$ cat config.mk
export PLATFORM = sky130hd
export DESIGN_NAME = multichannel_poisson_encoder
export DESIGN_NICKNAME = d
export VERILOG_FILES = /design/src/rtl/poisson_pkg.sv /design/src/rtl/poisson_lfsr_channel.sv /design/src/rtl/multichannel_poisson_encoder.sv
export SDC_FILE = /design/constraint.sdc
export NUM_CORES = 1
export LEC_CHECK = 0
export BUFFER_PORTS_ARGS = -buffer_cell sky130_fd_sc_hd__buf_2
export CAP_MARGIN = 20
export CORE_ASPECT_RATIO = 0.9
export CORE_UTILIZATION = 53
export DETAILED_ROUTE_END_ITERATION = 7
export PLACE_DENSITY = 0.87
export SYNTH_ARGS = -nofsm -noshare
export SYNTH_HDL_FRONTEND = slang
export SYNTH_SLANG_ARGS = --single-unit
export TNS_END_PERCENT = 50
$ cat constraint.sdc
create_clock -name clk -period 3.1 [get_ports clk]
set_input_delay 0.465 -clock clk [delete_from_list [all_inputs] [get_ports clk]]
set_output_delay 0.465 -clock clk [all_outputs]
set_load 0.01 [all_outputs]
$ cat src/rtl/poisson_pkg.sv
// rtl/poisson_pkg.sv - shared types, constants and PRNG helpers for the Poisson rate encoder
package poisson_pkg;

    typedef enum logic [1:0] {
        IDLE = 2'd0,
        GEN  = 2'd1,
        DONE = 2'd2
    } state_t;

    localparam int PRNG_WIDTH = 16;
    localparam int XS_A = 7;
    localparam int XS_B = 9;
    localparam int XS_C = 8;

    // Channels are decorrelated by a golden-ratio multiple; xorshift cannot leave zero.
    function automatic logic [PRNG_WIDTH-1:0] seed_for_ch(input logic [PRNG_WIDTH-1:0] base,
                                                          input int c);
        logic [PRNG_WIDTH-1:0] s;
        s = base ^ PRNG_WIDTH'(c * 32'h0000_9E37);
        if (s == '0) begin
            s = PRNG_WIDTH'(1);
        end
        return s;
    endfunction

    function automatic logic [PRNG_WIDTH-1:0] xorshift_step(input logic [PRNG_WIDTH-1:0] x);
        logic [PRNG_WIDTH-1:0] y;
        y = x ^ (x << XS_A);
        y = y ^ (y >> XS_B);
        y = y ^ (y << XS_C);
        return y;
    endfunction

endpackage

$ cat src/rtl/poisson_lfsr_channel.sv
// rtl/poisson_lfsr_channel.sv - one 16-bit xorshift generator, stepped only on request
module poisson_lfsr_channel
    import poisson_pkg::*;
#(
    parameter logic [PRNG_WIDTH-1:0] SEED = 16'h0001
) (
    input  logic                  clk,
    input  logic                  rst,
    input  logic                  advance,
    output logic [PRNG_WIDTH-1:0] state
);

    logic [PRNG_WIDTH-1:0] state_q;
    logic [PRNG_WIDTH-1:0] state_d;

    always_comb begin
        state_d = state_q;
        if (advance) begin
            state_d = xorshift_step(state_q);
        end
    end

    always_ff @(posedge clk or posedge rst) begin
        if (rst) begin
            state_q <= SEED;
        end else begin
            state_q <= state_d;
        end
    end

    assign state = state_q;

endmodule

$ cat src/rtl/multichannel_poisson_encoder.sv
// rtl/multichannel_poisson_encoder.sv - NUM_CH-channel Poisson spike encoder with windowed output
// Optional per-channel spike statistics are built when POISSON_STATS_EN is defined.
module multichannel_poisson_encoder
    import poisson_pkg::*;
#(
    parameter int              NUM_CH     = 4,
    parameter int              DATA_WIDTH = 8,
    parameter int              WINDOW_LEN = 64,
    parameter int              CNT_WIDTH  = 8,
    parameter logic [15:0]     SEED_BASE  = 16'hACE1,
    localparam int             STEP_W     = (WINDOW_LEN > 1) ? $clog2(WINDOW_LEN) : 1
) (
    input  logic                           clk,
    input  logic                           rst,
    input  logic                           rate_valid,
    output logic                           rate_ready,
    input  logic [NUM_CH*DATA_WIDTH-1:0]   rate_data,
    input  logic                           abort,
    output logic                           spike_valid,
    input  logic                           spike_ready,
    output logic [NUM_CH-1:0]              spike_out,
    output logic [STEP_W-1:0]              step_idx,
    output logic                           window_done,
    output logic                           busy,
    output logic [NUM_CH*CNT_WIDTH-1:0]    spike_count,
    output logic [NUM_CH-1:0]              stats_sat
);

    state_t                         state_q, state_d;
    logic [NUM_CH*DATA_WIDTH-1:0]   rate_q, rate_d;
    logic                           ready_q, ready_d;
    logic                           valid_q, valid_d;
    logic [NUM_CH-1:0]              spike_q, spike_d;
    logic [STEP_W-1:0]              step_q, step_d;

    logic [NUM_CH-1:0]              spike_cur;
    logic [NUM_CH-1:0]              spike_nxt;
    logic                           accept;
    logic                           capture;
    logic                           last_step;

    assign accept    = valid_q && spike_ready;
    assign capture   = (state_q == IDLE) && rate_valid && ready_q;
    assign last_step = (step_q == STEP_W'(WINDOW_LEN - 1));

    // spike_nxt looks one PRNG step ahead so the beat after an acceptance is ready at once.
    for (genvar c = 0; c < NUM_CH; c++) begin : g_ch
        logic [PRNG_WIDTH-1:0] prng_st;
        logic [PRNG_WIDTH-1:0] hi_cur;
        logic [PRNG_WIDTH-1:0] hi_nxt;
        logic [PRNG_WIDTH-1:0] rate_ext;

        poisson_lfsr_channel #(
            .SEED (seed_for_ch(SEED_BASE, c))
        ) u_lfsr (
            .clk     (clk),
            .rst     (rst),
            .advance (accept),
            .state   (prng_st)
        );

        assign hi_cur       = prng_st >> (PRNG_WIDTH - DATA_WIDTH);
        assign hi_nxt       = xorshift_step(prng_st) >> (PRNG_WIDTH - DATA_WIDTH);
        assign rate_ext     = PRNG_WIDTH'(rate_q[c*DATA_WIDTH +: DATA_WIDTH]);
        assign spike_cur[c] = hi_cur < rate_ext;
        assign spike_nxt[c] = hi_nxt < rate_ext;
    end

    always_comb begin
        state_d = state_q;
        rate_d  = rate_q;
        valid_d = valid_q;
        spike_d = spike_q;
        step_d  = step_q;
        case (state_q)
            IDLE: begin
                if (capture) begin
                    rate_d  = rate_data;
                    step_d  = '0;
                    state_d = GEN;
                end
            end
            GEN: begin
                if (abort) begin
                    state_d = IDLE;
                    valid_d = 1'b0;
                    spike_d = '0;
                end else if (!valid_q) begin
                    valid_d = 1'b1;
                    spike_d = spike_cur;
                end else if (accept) begin
                    if (last_step) begin
                        state_d = DONE;
                        valid_d = 1'b0;
                        spike_d = '0;
                        step_d  = '0;
                    end else begin
                        step_d  = step_q + 1'b1;
                        spike_d = spike_nxt;
                    end
                end
            end
            DONE: begin
                state_d = IDLE;
            end
            default: begin
                state_d = IDLE;
                valid_d = 1'b0;
                spike_d = '0;
            end
        endcase
        ready_d = (state_d == IDLE);
    end

    always_ff @(posedge clk or posedge rst) begin
        if (rst) begin
            state_q <= IDLE;
            rate_q  <= '0;
            ready_q <= 1'b0;
            valid_q <= 1'b0;
            spike_q <= '0;
            step_q  <= '0;
        end else begin
            state_q <= state_d;
            rate_q  <= rate_d;
            ready_q <= ready_d;
            valid_q <= valid_d;
            spike_q <= spike_d;
            step_q  <= step_d;
        end
    end

    assign rate_ready  = ready_q;
    assign spike_valid = valid_q;
    assign spike_out   = spike_q;
    assign step_idx    = step_q;
    assign window_done = (state_q == DONE);
    assign busy        = (state_q != IDLE);

`ifdef POISSON_STATS_EN
    logic [NUM_CH*CNT_WIDTH-1:0] cnt_q, cnt_d;
    logic [NUM_CH-1:0]           sat_q, sat_d;

    // A spike arriving at an all-ones counter is the overflow that sets the sticky flag.
    always_comb begin
        cnt_d = cnt_q;
        sat_d = sat_q;
        if (capture) begin
            cnt_d = '0;
            sat_d = '0;
        end else if (accept) begin
            for (int c = 0; c < NUM_CH; c++) begin
                if (spike_q[c]) begin
                    if (&cnt_q[c*CNT_WIDTH +: CNT_WIDTH]) begin
                        sat_d[c] = 1'b1;
                    end else begin
                        cnt_d[c*CNT_WIDTH +: CNT_WIDTH] = cnt_q[c*CNT_WIDTH +: CNT_WIDTH] + 1'b1;
                    end
                end
            end
        end
    end

    always_ff @(posedge clk or posedge rst) begin
        if (rst) begin
            cnt_q <= '0;
            sat_q <= '0;
        end else begin
            cnt_q <= cnt_d;
            sat_q <= sat_d;
        end
    end

    assign spike_count = cnt_q;
    assign stats_sat   = sat_q;
`else
    assign spike_count = '0;
    assign stats_sat   = '0;
`endif

endmodule

==> results of run 1 <==
[layer usage]
| metal | vias up | share of wire |
|---|---|---|
| li1 | 2425 | - |
| met1 | 2333 | 0.47 |
| met2 | 115 | 0.48 |
| met3 | 23 | 0.035 |
| met4 | 0 | 0.020 |
| met5 | - | 0 |
[Yosys cell counts (2+ instances only)]
master / count / area share
and3_1: 3 / 0.0027
mux2_2: 5 / 0.0081
buf_6: 2 / 0.0033
nand3_1: 8 / 0.0058
xor2_1: 36 / 0.046
a211oi_1: 9 / 0.0098
or3_1: 5 / 0.0045
nand4b_1: 2 / 0.0025
dfrtp_1: 80 / 0.29
nor2b_1: 8 / 0.0072
nor3b_1: 2 / 0.0022
nand3b_1: 3 / 0.0033
xnor2_1: 93 / 0.12
buf_4: 36 / 0.039
and2b_1: 2 / 0.0022
nand2_1: 127 / 0.069
o221ai_1: 3 / 0.0038
o41ai_1: 4 / 0.0051
mux2i_1: 4 / 0.0058
o21ai_0: 49 / 0.035
ha_1: 57 / 0.10
buf_1: 2 / 0.0011
nand4_1: 7 / 0.0063
clkbuf_1: 23 / 0.012
a21oi_1: 20 / 0.014
dfstp_2: 30 / 0.11
nand2b_1: 6 / 0.0054
o211ai_1: 4 / 0.0043
a21o_1: 7 / 0.0076
inv_1: 32 / 0.017
a32oi_1: 3 / 0.0038
nor2_1: 40 / 0.022
[flip-flops by register name, summed over array words and instances, names as in the netlist]
| signal | flops |
|---|---|
| g_ch.u_lfsr.state | 64 |
| spike_valid | 1 |
| rate_ready | 1 |
| rate_q | 32 |
| step_idx | 6 |
| state_q | 2 |
| spike_out | 4 |
[layout make-up]
| class | count | area [µm²] |
|---|---|---|
| Tap cell | 164 | 205 |
| Clock buffer | 12 | 236 |
| Inverter | 32 | 124 |
| Fill cell | 1065 | 5260 |
| Sequential cell | 110 | 2790 |
| Timing Repair Buffer | 56 | 308 |
| Multi-Input combinational cell | 562 | 3740 |
| Clock inverter | 4 | 23.8 |
[cells by family (layout without fill, tap and decap cells)]
kind of cell             Yosys count  count (layout)  synth area share
buffers and inverters             96             104            0.0740
other                              1              36          0.000543
XOR/XNOR                         129             129             0.163
AO/OA/AOI/OAI                    106             106            0.0927
flip-flops                       110             110             0.404
adder cells (fa/ha/maj)           57              57             0.103
multiplexers                       9               9            0.0139
AND/OR/NAND/NOR                  225             225             0.148
[worst register-to-register path, delay by kind of cell, from the launching register on]
family	cells	cell delay [ps]
AO/OA/AOI/OAI	4	580
flip-flops	1	570
adder cells (fa/ha/maj)	1	280
AND/OR/NAND/NOR	1	300
XOR/XNOR	3	570
[worst max path at each step]
stage / depth (start not counted) / endpoint / startpoint / slack, ps
6_report: 9 / spike_out[1] / g_ch[1].u_lfsr.state[6] / 710
5_1_grt: 9 / spike_out[1] / g_ch[1].u_lfsr.state[3] / 460
4_1_cts: 9 / spike_out[1] / g_ch[1].u_lfsr.state[3] / 710
3_5_place_dp: 9 / spike_out[1] / g_ch[1].u_lfsr.state[3] / 700
3_3_place_gp: 9 / spike_out[1] / g_ch[1].u_lfsr.state[7] / 800
2_1_floorplan: 9 / spike_out[1] / g_ch[1].u_lfsr.state[7] / 870
[through the flow]
stage / instance area (µm²) / power (µW)
finish: 7430 / 5950
CTS: 7430 / 5960
global route: 7430 / 6440
global placement: 7170 / 4700
floorplan: 7050 / 4200
detailed placement: 7170 / 4840
[where the power goes]
| part | leakage [µW] | internal [µW] | total (µW) | switching, µW |
|---|---|---|---|---|
| combinational | 0.00212 | 1170 | 2770 | 1600 |
| sequential | 0.00134 | 1840 | 2120 | 276 |
| clock | 0.000131 | 546 | 1060 | 513 |
| total | 0.00360 | 3550 | 5950 | 2390 |
==> run_results.csv, run 1 <==
group,metric,value,unit
clock_tree,cts_root_buffer,"clkbuf_16",
critical_path,cpMaxStageDelayCell,"dfstp_2",
placed_design,place.gp.congestion,0.852,
final_layout,fin_util,0.586,
placed_design,dp.cells,924,
final_layout,layout_common_cells,"nand2_1 (126), xnor2_1 (93), dfrtp_1 (80)",
clock_tree,cts_tree,"yes",
critical_path,start_kind,"register",
sta,setup_tns,0,ps
critical_path,cp_slowest_stage_delay,570,ps
final_layout,layout_commonest_cell,"nand2_1",
logic_synthesis,ys.flop_type,"dfrtp_1",
critical_path,rr_startpoint,"g_ch[1].u_lfsr.state[6]",
clock_tree,insertion_delay,350,ps
grt,antenna_found_initial,0,
sta,fmax,419,MHz
grt,grt_pass1_wl,22700,µm
floorplanning,pin_count,87,
critical_path,worstPathCellList,"xnor2_1 -> xnor2_1 -> xnor2_1 -> ha_1 -> a21o_1 -> a21oi_1 -> o22ai_1 -> or3_1 -> o211ai_1",
critical_path,endpoint_kind,"register",
grt,grt_start_max_net_pins,83,
logic_synthesis,synthCells,733,
power,max-vdd-ir-drop,0.402,mV
floorplanning,die_x,122,µm
floorplanning,initial_core_util,0.545,
placed_design,port_buffers,50,
routing,final_antenna_net_count,0,
grt,grt_use_met2,0.356,
sta,fin_ws,711,ps
floorplanning,core_area,12700,µm²
sta,rsz0062_at_grt,"false",
critical_path,cp_common_cell,"xnor2_1",
placed_design,pre_cts_ws,703,ps
routing,drt_pass1_iterations,4,
sta,min_period,2390,ps
clock_tree,cts_buffer_depth,2,
grt,overflow,0,
floorplanning,dieArea,13500,µm²
clock_tree,cts_num_sinks,110,
clock_tree,cts_hold_buf,0,
power,powerDensity,800,nW/µm²
sta,maxSlewHeadroom,0.552,
critical_path,worstPathRequired,3370,ps
logic_synthesis,avgSynthCellArea,9.43,µm²
sta,drv_slew,0,
logic_synthesis,async_flop_share,1.00,
critical_path,cp_max_fo,3,
logic_synthesis,seq_area_frac_synth,0.404,
grt,grt_pass1_vias,4836,
sta,finalClockSkew,10.1,ps
clock_tree,cts-buffers-inserted,9,
floorplanning,die_h,110,µm
routing,vias,4896,
placed_design,hpwl,9540,µm
grt,met1_usage,0.288,
logic_synthesis,yosys_warnings,0,
critical_path,critPathKind,"register to register",
sta,hold_slack,194,ps
hold_path,hold_class,"input pin to async pin",
job,max-cap-violations,0,
grt,grt-busiest-layer,"met2",
logic_synthesis,syn-cell-area,6910,µm²
routing,vias_per_cell,5.21,
power,p_leak,0.00360,µW
logic_synthesis,synth_cell_types,53,
final_layout,layout.nets,865,
critical_path,worst-path-buf-inv,0,
final_layout,drive_gt1_frac,0.146,
critical_path,r2r_slack,710,ps
clock_tree,htreeDepth,3,
final_layout,stdcell_count,940,
routing,totalWireLength,13500,µm
clock_tree,path_clk_slew,70,ps
critical_path,r2r_end,"spike_out[1]",
grt,track_usage,0.217,
routing,drt_iter0_drc,273,
final_layout,area_growth,7.51,%
clock_tree,cts_resized,0,
sta,finalSetupViolations,0,
final_layout,diodes,0,
sta,final-hold-violation-count,0,
outcome,outcome,"finished clean",
logic_synthesis,synth_edf_count,0,
critical_path,cp_top_family,"compound AO/OA/AOI/OAI gates",
critical_path,r2r_cells,9,
clock_tree,cts_setup_buffers,0,
sta,finalCritPeriodShare,0.771,
routing,wire_per_inst,14.4,µm
routing,post-route-drc-count,0,
logic_synthesis,ys_seq_elements,110,
critical_path,cp_data_arrival_time,2660,ps
floorplanning,fp-row-count,39,
grt,use_met3,0.0376,
sta,tightest_slew,670,ps
Note: power is estimated with default switching activity, not from simulation.
==> run 2: changes to the inputs <==
ABC_AREA = 1   (was not set)
clock period = 2 ns   (was 3.1 ns; I/O delays follow)
==> run_results.csv, run 2 <==
group,metric,value,unit
sta,finalClockSkew,9.23,ps
critical_path,cp_max_fo,2,
sta,finalSetupViolations,4,
critical_path,critPathKind,"register to register",
final_layout,layout.nets,1003,
logic_synthesis,syn-cell-area,6920,µm²
sta,min_period,2280,ps
routing,vias_per_cell,4.98,
job,max-cap-violations,0,
floorplanning,dieArea,13500,µm²
critical_path,start_kind,"register",
hold_path,hold_class,"input pin to register",
clock_tree,cts_root_buffer,"clkbuf_16",
clock_tree,cts_tree,"yes",
final_layout,nFillCells,996,
floorplanning,die_h,110,µm
logic_synthesis,synth.cells.most_frequent,"nand2_1 (236), dfrtp_1 (80), inv_1 (76)",
routing,final_antenna_net_count,0,
logic_synthesis,async_flop_share,1.00,
outcome,violations,"setup timing",
logic_synthesis,post-synth-top-count-cell,"nand2_1",
clock_tree,cts-buffers-inserted,9,
routing,wire_per_inst,13.2,µm
hold_path,whs_path_depth,3,
logic_synthesis,synth_area_leaders,"dfrtp_1 (29%), nand2_1 (13%), dfstp_2 (11%)",
placed_design,hpwl,10300,µm
routing,vias,5365,
logic_synthesis,avgSynthCellArea,8.55,µm²
sta,rsz0062_at_grt,"true",
sta,fin_ws,-278,ps
final_layout,diodes,0,
logic_synthesis,synth_area_leader_cell,"dfrtp_1",
critical_path,worstPathRequired,2300,ps
floorplanning,initial_core_util,0.543,
sta,final-hold-violation-count,0,
grt,antenna_found_initial,0,
logic_synthesis,ys_seq_elements,110,
placed_design,place.gp.congestion,0.839,
clock_tree,cts_num_sinks,110,
sta,setup_tns,-927,ps
routing,post-route-drc-count,0,
clock_tree,cts_buffer_depth,2,
final_layout,layout_commonest_cell,"nand2_1",
grt,grt_pass1_vias,5140,
final_layout,stdcell_count,1078,
logic_synthesis,yosysTopAreaCellShare,0.289,
critical_path,r2r_cells,11,
routing,totalWireLength,14200,µm
critical_path,endpoint_kind,"register",
logic_synthesis,yosys_warnings,0,
final_layout,area_growth,15.8,%
grt,track_usage,0.225,
floorplanning,core_area,12700,µm²
outcome,outcome,"finished, violations left",
sta,drv_slew,0,
final_layout,largest_register_ffs,64,
placed_design,dp.cells,1050,
final_layout,layout_common_cells,"nand2_1 (236), dfrtp_1 (80), inv_1 (74), o21ai_0 (74), buf_4 (58)",
sta,maxSlewHeadroom,0.629,
grt,grt_pass1_wl,23500,µm
logic_synthesis,synth_edf_count,0,
grt,overflow,0,
sta,fmax,439,MHz
placed_design,port_buffers,50,
floorplanning,fp-row-count,39,
routing,drt_iter0_drc,317,
logic_synthesis,seq_area_frac_synth,0.403,
clock_tree,path_clk_slew,70,ps
routing,drt_pass1_iterations,5,
sta,finalCritPeriodShare,1.14,
placed_design,pre_cts_ws,-292,ps
clock_tree,insertion_delay,360,ps
final_layout,drive_gt1_frac,0.232,
logic_synthesis,synth_cell_types,30,
floorplanning,pin_count,87,
critical_path,cp_data_arrival_time,2570,ps
floorplanning,die_x,122,µm
logic_synthesis,synthCells,809,
grt,grt_start_max_net_pins,47,
clock_tree,htreeDepth,3,
sta,tightest_slew,551,ps
logic_synthesis,ys.flop_type,"dfrtp_1",
-- run 2: cell types whose count changed after synthesis, moves of 9 or more --
cell	change
o21ai_0	+25
clkbuf_1	-15
a211oi_1	-9
nand3_2	+9
inv_1	+44
xor2_1	+13
nor2_1	-15
xnor2_2	+18
nand2_2	+10
nand2_1	+109
xnor2_1	-76
-- run 2: final timing paths --
kind                                      endpoint  slack [ps]                    start
max                                   spike_out[0]        -280  g_ch[0].u_lfsr.state[7]
min                                     rate_q[12]         150            rate_data[12]
max reg2reg                           spike_out[0]        -280  g_ch[0].u_lfsr.state[7]
min reg2reg                           spike_out[1]         490             spike_out[1]
max in group asynchronous  g_ch[0].u_lfsr.state[7]         820                      rst
min in group asynchronous             spike_out[0]         520                      rst
-- run 2: layout make-up --
cell class	count	area (µm²)	share of cell area
clock buffer	11	243	0.0303
clock inverter	5	58.8	0.00734
inverter	81	308	0.0384
multi-input combinational	596	3670	0.458
sequential	110	2790	0.348
tap	164	205	0.0256
timing repair buffer	111	736	0.0918
-- run 2: timing repair --
| item | 4_1_cts | 5_1_grt |
|---|---|---|
| endpoints found under the setup margin | 4 | 4 |
| hold endpoints to repair | 12 | 0 |
| buffers inserted | 9 | 2 |
| hold buffers | 1 | 0 |
| pin swaps | 10 | 9 |
| resized for setup | 7 | 10 |
-- run 2: metrics by stage --
| stage | utilization | cell area (µm²) | hold slack [ps] |
|---|---|---|---|
| 6_report | 0.629 | 8010 | 152 |
| 5_1_grt | 0.629 | 8010 | 153 |
| 4_1_cts | 0.623 | 7940 | 143 |
| 3_5_place_dp | 0.592 | 7530 | 360 |
| 3_3_place_gp | 0.592 | 7530 | 359 |
| 2_1_floorplan | - | 7050 | 421 |
-- run 2: kinds of logic (layout without fill, tap and decap cells) --
kind of cell               count (synthesis)  count (layout)  share of synthesized area
xor gates and xnor gates                  84              84                      0.126
AOI/OAI and AO/OA                        119             119                     0.0911
DFF                                      110             110                      0.403
other                                      1              36                   0.000542
and+or+nand+nor                          300             300                      0.179
buffers and inverters                    138             208                     0.0971
adders and majority gates                 57              57                      0.103
-- run 2: layer usage --
layer,share of wire,global-route usage,up-vias,wire length (µm)
li1,-,-,2706,-
met5,0,0,-,0
met3,0.041,0.0566,24,588
met4,0.020,0.0706,0,282
met2,0.50,0.384,101,7070
met1,0.44,0.279,2534,6230
-- run 2: worst max-delay path: stages, from the launching register on --
cell and delay [ps]:
dfstp_2 560, xnor2_2 150, xor2_2 190, xor2_1 250, ha_1 300, a21oi_2 140
nor2_1 80, a2111oi_2 300, nand2_1 100, nand2_1 60, nand2_1 50, nand2_1 50
Power of run 2 is not shown: default switching activity piles up to over one toggle a cycle in this logic, so the estimate is an artifact.
==> run 3: changes to the inputs <==
CORE_ASPECT_RATIO = not set   (was 0.9)
==> run_results.csv, run 3 (synthesized netlist as in run 2, its figures left out) <==
group,metric,value,unit
critical_path,start_kind,"register",
routing,vias_per_cell,5.18,
floorplanning,core_area,12700,µm²
critical_path,r2r_slack,-420,ps
clock_tree,insertion_delay,370,ps
grt,grt_start_max_net_pins,53,
sta,finalClockSkew,11.0,ps
sta,finalSetupViolations,4,
critical_path,cp_data_arrival_time,2730,ps
sta,final-hold-violation-count,0,
critical_path,r2r_cells,11,
critical_path,worstPathRequired,2310,ps
placed_design,place.gp.congestion,0.830,
placed_design,dp.cells,1065,
routing,wl_met1,6370,µm
critical_path,cp_top_family,"XOR/XNOR gates",
clock_tree,cts_root_buffer,"clkbuf_16",
final_layout,stdcell_count,1084,
final_layout,drive_gt1_frac,0.230,
clock_tree,cts_tree,"yes",
critical_path,endpoint_kind,"register",
routing,drt_pass1_iterations,5,
final_layout,layout.nets,1001,
critical_path,worst-path-buf-inv,0,
final_layout,area_growth,17.1,%
routing,route.met3.wl,936,µm
floorplanning,dieArea,13500,µm²
clock_tree,htreeDepth,3,
critical_path,r2r_end,"spike_out[0]",
floorplanning,die_h,116,µm
final_layout,largest_register_ffs,64,
critical_path,worstPathCellList,"xnor2_2 -> xor2_1 -> xor2_1 -> ha_1 -> a21oi_1 -> nand2_1 -> nand2_1 -> nand2_1 -> nand2_1 -> nand2_1 -> nand2_1",
critical_path,cp_max_fo,3,
sta,fmax,413,MHz
critical_path,cp_common_cell,"nand2_1",
clock_tree,cts-buffers-inserted,9,
hold_path,hold_class,"input pin to async pin",
sta,min_period,2420,ps
clock_tree,cts_buffer_depth,2,
routing,final_antenna_net_count,0,
sta,finalCritPeriodShare,1.21,
final_layout,diodes,0,
grt,grt_pass1_vias,5377,
final_layout,layout_common_cells,"nand2_1 (236), dfrtp_1 (80), inv_1 (74), o21ai_0 (74), ha_1 (57)",
sta,tightest_slew,692,ps
outcome,outcome,"finished, violations left",
floorplanning,fp-row-count,41,
sta,rsz0062_at_grt,"true",
sta,drv_slew,0,
sta,fin_ws,-422,ps
placed_design,port_buffers,50,
routing,wl_met2,7840,µm
floorplanning,initial_core_util,0.546,
floorplanning,pin_count,87,
critical_path,cpMaxStageDelayCell,"dfstp_2",
routing,totalWireLength,15800,µm
grt,antenna_found_initial,0,
critical_path,critPathKind,"register to register",
job,max-cap-violations,0,
floorplanning,die_x,116,µm
clock_tree,cts_hold_buf,0,
outcome,violations,"setup timing",
grt,grt_pass1_wl,24600,µm
critical_path,rr_startpoint,"g_ch[0].u_lfsr.state[5]",
grt,overflow,0,
routing,drt_iter0_drc,378,
routing,vias,5620,
final_layout,layout_commonest_cell,"nand2_1",
sta,maxSlewHeadroom,0.538,
clock_tree,cts_num_sinks,110,
grt,track_usage,0.238,
routing,top_layer_used,"met4",
critical_path,cp_slowest_stage_delay,620,ps
clock_tree,path_clk_slew,80,ps
final_layout,nFillCells,986,
placed_design,hpwl,10300,µm
routing,post-route-drc-count,0,
routing,wire_per_inst,14.6,µm
==> run 3: cell count changes in the layout (fill, tap and decap cells not counted), moves of 2 or more <==
cell / before / now
clkinv_4: 1 / 3
xnor2_1: 14 / 17
xnor2_2: 21 / 17
buf_12: 2 / 4
clkinvlp_4: 3 / 1
bufinv_16: 1 / 4
buf_4: 58 / 55
==> run 3: worst max-delay path by stage <==
stage	startpoint	cells after the start	end	slack, ps
global placement	g_ch[2].u_lfsr.state[7]	11	spike_out[2]	-180
CTS	g_ch[0].u_lfsr.state[7]	11	spike_out[0]	-290
detailed placement	g_ch[0].u_lfsr.state[7]	11	spike_out[0]	-320
global route	g_ch[0].u_lfsr.state[7]	12	spike_out[0]	-560
floorplan	g_ch[1].u_lfsr.state[7]	11	spike_out[1]	-120
finish	g_ch[0].u_lfsr.state[5]	11	spike_out[0]	-420
==> run 3: area by class of cell <==
cell class | count | area (µm²) | area share
Sequential cell | 110 | 2790 | 0.344
Tap cell | 172 | 215 | 0.0266
Clock inverter | 7 | 146 | 0.0181
Timing Repair Buffer | 109 | 743 | 0.0917
Clock buffer | 9 | 225 | 0.0278
Inverter | 81 | 308 | 0.0380
Multi-Input combinational cell | 596 | 3680 | 0.454
==> run 3: metrics by stage <==
stage / hold WS, ps / worst slack [ps] / setup TNS [ps] / cell area [µm²] / util
6_report: 32.2 / -422 / -1210 / 8110 / 0.640
5_1_grt: 81.3 / -559 / -1780 / 8110 / 0.640
3_3_place_gp: 448 / -179 / -681 / 7620 / 0.602
4_1_cts: 51.2 / -287 / -1040 / 8040 / 0.635
2_1_floorplan: 421 / -123 / -425 / 7050 / -
3_5_place_dp: 438 / -319 / -1070 / 7620 / 0.602
==> run 3: metal layers <==
layer	GRT usage	vias up
met5	0	-
met4	0.0957	0
met3	0.0643	65
met2	0.404	221
met1	0.287	2637
li1	-	2697
==> run 3: what timing repair did <==
item	CTS	global route
cloned	0	0
setup buffers	2	1
resized for setup	9	8
setup endpoints to repair	4	4
pin swaps	11	5
Power of run 3 is left out for the same reason.
